`src/rtl/fsk_symbol_serializer.sv`:
```
// Byte-to-symbol serializer feeding the FSK mapper: accepts bytes on a valid/ready
// handshake, buffers one, and emits four 2-bit symbols each held for a latched period.
module fsk_symbol_serializer #(
    parameter bit         MSB_FIRST = 1'b1,
    parameter logic [1:0] IDLE_SYM  = 2'b00
) (
    input  logic        clk,
    input  logic        rst,
    input  logic        enable,
    input  logic [15:0] sym_period,
    input  logic [7:0]  s_data,
    input  logic        s_valid,
    output logic        s_ready,
    output logic [1:0]  sel,
    output logic        sym_strobe,
    output logic        busy,
    output logic        underrun
);

    typedef enum logic {ST_IDLE = 1'b0, ST_SEND = 1'b1} state_t;

    state_t      state_q, state_d;
    logic [7:0]  next_q, next_d;
    logic        next_full_q, next_full_d;
    logic [7:0]  cur_q, cur_d;
    logic [1:0]  idx_q, idx_d;
    logic [15:0] cnt_q, cnt_d;
    logic [15:0] per_q, per_d;
    logic [1:0]  sel_q, sel_d;
    logic        strobe_q, strobe_d;
    logic        busy_q, busy_d;
    logic        underrun_q, underrun_d;
    logic        start_s;

    function automatic logic [1:0] first_sym(input logic [7:0] b);
        return MSB_FIRST ? b[7:6] : b[1:0];
    endfunction

    // cur_q always holds the not-yet-sent symbols aligned so first_sym() picks the next one
    function automatic logic [7:0] shift_out(input logic [7:0] b);
        return MSB_FIRST ? {b[5:0], 2'b00} : {2'b00, b[7:2]};
    endfunction

    // Next-state, buffer and output decode
    always_comb begin
        state_d     = state_q;
        next_d      = next_q;
        next_full_d = next_full_q;
        cur_d       = cur_q;
        idx_d       = idx_q;
        cnt_d       = cnt_q;
        per_d       = per_q;
        sel_d       = sel_q;
        strobe_d    = 1'b0;
        underrun_d  = 1'b0;
        start_s     = 1'b0;

        if (s_valid && !next_full_q) begin
            next_d      = s_data;
            next_full_d = 1'b1;
        end else begin
            next_d      = next_q;
        end

        case (state_q)
            ST_IDLE: begin
                sel_d = IDLE_SYM;
                if (enable && next_full_q) begin
                    start_s = 1'b1;
                end else begin
                    start_s = 1'b0;
                end
            end
            ST_SEND: begin
                if (cnt_q == per_q - 16'd1) begin
                    cnt_d = 16'd0;
                    if (idx_q != 2'd3) begin
                        idx_d    = idx_q + 2'd1;
                        sel_d    = first_sym(cur_q);
                        cur_d    = shift_out(cur_q);
                        strobe_d = 1'b1;
                    end else if (enable && next_full_q) begin
                        start_s = 1'b1;
                    end else begin
                        // a buffered byte held back by enable is not an underrun
                        state_d    = ST_IDLE;
                        sel_d      = IDLE_SYM;
                        underrun_d = !next_full_q;
                    end
                end else begin
                    cnt_d = cnt_q + 16'd1;
                end
            end
            default: begin
                state_d = ST_IDLE;
                sel_d   = IDLE_SYM;
            end
        endcase

        if (start_s) begin
            cur_d       = shift_out(next_q);
            sel_d       = first_sym(next_q);
            next_full_d = 1'b0;
            idx_d       = 2'd0;
            cnt_d       = 16'd0;
            per_d       = (sym_period == 16'd0) ? 16'd1 : sym_period;
            strobe_d    = 1'b1;
            state_d     = ST_SEND;
        end else begin
            per_d       = per_q;
        end

        busy_d = (state_d == ST_SEND);
    end

    // State and datapath registers
    always_ff @(posedge clk or posedge rst) begin
        if (rst) begin
            state_q     <= ST_IDLE;
            next_q      <= 8'd0;
            next_full_q <= 1'b0;
            cur_q       <= 8'd0;
            idx_q       <= 2'd0;
            cnt_q       <= 16'd0;
            per_q       <= 16'd0;
            sel_q       <= IDLE_SYM;
            strobe_q    <= 1'b0;
            busy_q      <= 1'b0;
            underrun_q  <= 1'b0;
        end else begin
            state_q     <= state_d;
            next_q      <= next_d;
            next_full_q <= next_full_d;
            cur_q       <= cur_d;
            idx_q       <= idx_d;
            cnt_q       <= cnt_d;
            per_q       <= per_d;
            sel_q       <= sel_d;
            strobe_q    <= strobe_d;
            busy_q      <= busy_d;
            underrun_q  <= underrun_d;
        end
    end

    assign s_ready    = ~next_full_q;
    assign sel        = sel_q;
    assign sym_strobe = strobe_q;
    assign busy       = busy_q;
    assign underrun   = underrun_q;

endmodule

```
`config.mk`:
```
export PLATFORM = sky130hd
export DESIGN_NAME = fsk_symbol_serializer
export DESIGN_NICKNAME = d
export VERILOG_FILES = /design/src/rtl/fsk_symbol_serializer.sv
export SDC_FILE = /design/constraint.sdc
export NUM_CORES = 1
export LEC_CHECK = 0
export ABC_CLOCK_PERIOD_IN_PS = 4200
export BUFFER_PORTS_ARGS = -buffer_cell sky130_fd_sc_hd__buf_4
export CAP_MARGIN = 40
export CORE_UTILIZATION = 40
export DETAILED_ROUTE_END_ITERATION = 12
export PLACE_DENSITY = 0.58
export SLEW_MARGIN = 20
export SYNTH_ARGS = -nofsm -noshare
export SYNTH_HDL_FRONTEND = slang
export SYNTH_SLANG_ARGS = --single-unit
```
`constraint.sdc`:
```
create_clock -name clk -period 4.2 [get_ports clk]
set_input_delay 0.84 -clock clk [delete_from_list [all_inputs] [get_ports clk]]
set_output_delay 0.84 -clock clk [all_outputs]
set_load 0.005 [all_outputs]
```
==> results summary <==
The clock period minus worst slack is approximately 3.2 ns. The switching power of the nets came out at ~200 µW. The share of the Yosys chip area taken by registers is 0.4733.

The most common cell in the synthesized netlist is sky130_fd_sc_hd__dfrtp_1. Counting the buffers created by CTS gives 5. The worst hold path belongs to the class in2async. The area share of the largest cell type after synthesis came out at 0.4733. The total via count after detailed routing came out at 2,055. The finished layout holds about 400 standard cells, fillers aside. The unique cell type count in the Yosys netlist came out at slightly below 50. Synthesis produced a netlist with a net count of 296. The most instantiated flip-flop cell in the synthesis netlist is sky130_fd_sc_hd__dfrtp_1.

The headroom to the max-slew limit came out at 0.4865. The worst setup path is launched from a flip-flop. The number of global-route vias before repair came out at around 2,000.

Static timing analysis puts the maximum clock frequency at about 320 MHz. The area of the core is ~0.0068 mm². For this run, global-route usage on met1 was measured as 0.2429. The largest single stage delay on the critical path is 0.50 ns. The number of levels in the clock H-tree came out at 2. The number of optimization iterations in the first detailed-route pass is 4. The global routing's busiest layer is met2.

The max capacitance violation total is 0. The endpoint identified for the worst register-to-register timing path is per_q[3]. In this run, the number of DRC markers left after iteration 0 of detailed routing was 83. The die covers 0.007480 mm². The slowest cell on the critical path is sky130_fd_sc_hd__or4_1. The global routing usage on met3 is 0.02857. The portion of total power attributed to sequential cells came out at 0.601.

The number of synthesized flops with an enable pin came out at 0. Compared with the post-synthesis result, the final layout area differs by 16.43%. The total wire length is 5751 µm. For the pin with the worst max-slew slack, the measured transition is slightly below 0.8 ns. The total grt overflow came out at 0.

The synthesized netlist cell count is 265. In this run the clock root is driven by a sky130_fd_sc_hd__clkbuf_8. In the final layout, the share of cells above drive strength 1 is 0.2475. By count the netlist is led by sky130_fd_sc_hd__dfrtp_1, sky130_fd_sc_hd__nor2_1, sky130_fd_sc_hd__nand2_1.

In the global route stage, met2 resource usage came out at 0.2605. The start point of the critical path is per_q[2]. The worst ir drop on vdd is around 0.00014 V.

The data arrival time of the worst path is between 3 and 4 ns. Of the available clock period, the critical path in the final layout requires 0.7508. The wire length of the first global-routing pass came out at just under 10,000 µm.

The register bit count reported by yosys is 54. The detailed-route DRC error count came out at 0. The kind of critical path is reg2reg.

The clock-pin slew on the worst setup and hold paths came out at approximately 0.10 ns. After the last flow step, the layout net total stands at about 330. Setup repair after global routing left no endpoint under its margin.

The worst-case clock buffer depth is 2. The most critical setup path has its endpoint at per_q[3]. The horizontal die dimension is 86.49 µm.

For this configuration, the core starts out at a cell density of 0.4179. The leakage power is about 0.0016 µW. The count of antenna-violating nets left after detailed routing is 0.

The post-synthesis async set-or-reset flop share is 1.000. The post-synthesis average cell area came out at 10.77 µm². The congestion estimate from routability-driven global placement came to 0.7443. Row generation in the floorplan step produced 30 rows. Of the total power, combinational logic draws 0.051.

The clock net in this run drives a total of 54 sinks. The quantity of I/O buffers inserted on ports came out at 33. The critical path goes through or3_1 > or4_1 > a2111oi_2 > and3_1 > a41o_2 > nand2_4 > mux2_4.

The part of the power in the clock network is 0.348. The number of gates resized after CTS was 0. The boundary pin count came out at 34. The final core utilization is 0.4866.

The final sum of negative setup slack came out at 0 ns. The run finished with clean final reports. The number of antenna violations at the first check in global routing was 0. By area the synthesized netlist is led by sky130_fd_sc_hd__dfrtp_1, sky130_fd_sc_hd__mux2_2, sky130_fd_sc_hd__xor2_1, sky130_fd_sc_hd__xnor2_1, sky130_fd_sc_hd__mux2_4.

The data required time at the worst endpoint is ~4.4 ns. Entering global routing, the biggest net connects 31 pins. Summing every instance area after synthesis gives ~0.0029 mm². During synthesis, Yosys emitted a total of 0 warnings.

The minimum setup slack after placement is 1.084 ns. The maximum fanout along the worst path came out at 17. The reg-to-reg critical path startpoint is per_q[2].

The type of destination of the critical path is a flip-flop. In this run, placement finished with an instance count of a little under 400. Internal power comes to ~690 µW. Setup violations remaining at the end of the flow were counted as 0. The worst-case setup margin in the final layout is approximately 1.0 ns. The repair_antennas step left the layout with diodes totalling 0. The detailed placer's ending HPWL is around 4400 µm. The via-per-instance ratio came out at between 5 and 6. Across all hold checks on the routed design, the worst slack comes to ~0.46 ns.

The all-layer global routing usage came out at 0.1677. The worst clock skew is between 0.008 and 0.009 ns. The total count of max-transition violations in the final report is 0. Of the total power, the share spent switching nets is 0.2226. The die extent in y is around 86 µm.

The power per unit of standard cell area came out at between 200 and 300 mW/mm². The cell count of the worst reg-to-reg path came out at 7. The total setup buffers inserted after CTS is 0. The quantity of hold-fixing buffers added after cts is 0. The register-to-register setup slack is around 1.0 ns.

The routed wirelength normalized by instance count came out at between 10 and 15 µm. The latest clock arrival within the worst-skew pair came out at between 0.3 and 0.4 ns. TritonCTS built the clock tree. The synthesized design spends more area on one cell type than any other, namely sky130_fd_sc_hd__dfrtp_1. The hold violation count in the final report came to 0.
[how the worst min path moves through the flow]
stage                   from        end  slack (ns)  cells past startpoint
floorplan           cur_q[2]   cur_q[2]        0.47                      1
global placement    cur_q[2]   cur_q[2]        0.48                      1
detailed placement  cur_q[2]   cur_q[2]        0.49                      1
CTS                      rst  cnt_q[10]        0.46                      2
global route             rst  cnt_q[13]        0.47                      2
finish                   rst  cnt_q[13]        0.46                      2
[power by group through the flow]
stage | sequential [µW] | combinational [µW] | clock, µW
final | 534 | 45.3 | 309
after global routing | 535 | 50.3 | 341
after CTS | 534 | 46.6 | 321
after detailed placement | 544 | 46.6 | 0
after global placement | 544 | 43.7 | 0
after floorplan | 542 | 17.3 | 0
[placed cells by master (no fill, tap or decap), types with 2 or more instances in the layout]
master	instances
sky130_fd_sc_hd__o211ai_1	3
sky130_fd_sc_hd__nor4_1	4
sky130_fd_sc_hd__a32o_1	3
sky130_fd_sc_hd__xor2_1	17
sky130_fd_sc_hd__a31oi_1	2
sky130_fd_sc_hd__nand4_1	6
sky130_fd_sc_hd__nor2_1	27
sky130_fd_sc_hd__nand3b_1	2
sky130_fd_sc_hd__or3_1	4
sky130_fd_sc_hd__mux2i_1	2
sky130_fd_sc_hd__clkbuf_8	6
sky130_fd_sc_hd__o21ai_0	2
sky130_fd_sc_hd__nand3_1	7
sky130_fd_sc_hd__and2_1	2
sky130_fd_sc_hd__mux2_4	8
sky130_fd_sc_hd__inv_1	5
sky130_fd_sc_hd__a22oi_1	3
sky130_fd_sc_hd__and3_1	6
sky130_fd_sc_hd__dfrtp_1	54
sky130_fd_sc_hd__mux2_2	16
sky130_fd_sc_hd__nor2b_1	2
sky130_fd_sc_hd__or2_2	2
sky130_fd_sc_hd__buf_4	35
sky130_fd_sc_hd__xnor2_1	15
sky130_fd_sc_hd__nor3_1	10
sky130_fd_sc_hd__nand2b_1	2
sky130_fd_sc_hd__nand2_1	19
sky130_fd_sc_hd__a22o_1	9
sky130_fd_sc_hd__ha_1	3
sky130_fd_sc_hd__a21oi_1	5
[layout make-up]
type                       count  area (µm²)
sequential                    54        1351
timing repair buffer          36       282.8
inverter                       6       22.52
fill                         676        3507
tap                           96       120.1
multi-input combinational    199        1449
clock buffer                   6       82.58
clock inverter                 2       16.27
[per-stage QoR]
step / cell area (µm²) / power (µW)
2_1_floorplan: 2855 / 559.2
4_1_cts: 3324 / 901.7
5_1_grt: 3324 / 926.6
3_5_place_dp: 3226 / 590.9
3_3_place_gp: 3206 / 587.5
6_report: 3324 / 888.0
[critical path, delay by kind of cell (launching register included)]
kind | cells | cell delay (ns)
mux | 1 | 0.36
flops | 1 | 0.46
compound gates | 2 | 0.77
simple gates | 4 | 1.42
[kinds of logic (layout without fill, tap and decap cells)]
| family | after synthesis | in the layout | synth area share |
|---|---|---|---|
| AOI/OAI and AO/OA | 36 | 36 | 0.09948 |
| DFF | 54 | 54 | 0.4733 |
| muxes | 26 | 26 | 0.1122 |
| and+or+nand+nor | 102 | 102 | 0.1845 |
| buffers and inverters | 12 | 50 | 0.01928 |
| xor gates and xnor gates | 32 | 32 | 0.09816 |
| adders and majority gates | 3 | 3 | 0.01315 |
[routing by layer]
layer | share of wire | vias up
met5 | 0 | -
met4 | 0.0097 | 0
met3 | 0.023 | 4
met2 | 0.47 | 21
met1 | 0.50 | 1001
li1 | - | 1029
[state kept, by name, summed over array words and instances (netlist names)]
name and count:
next_full_q 1, sel 2, per_q 16, underrun 1, sym_strobe 1, idx_q 2, next_q 8, cnt_q 16
cur_q 6, busy 1
Note: power is estimated with default switching activity, not from simulation.
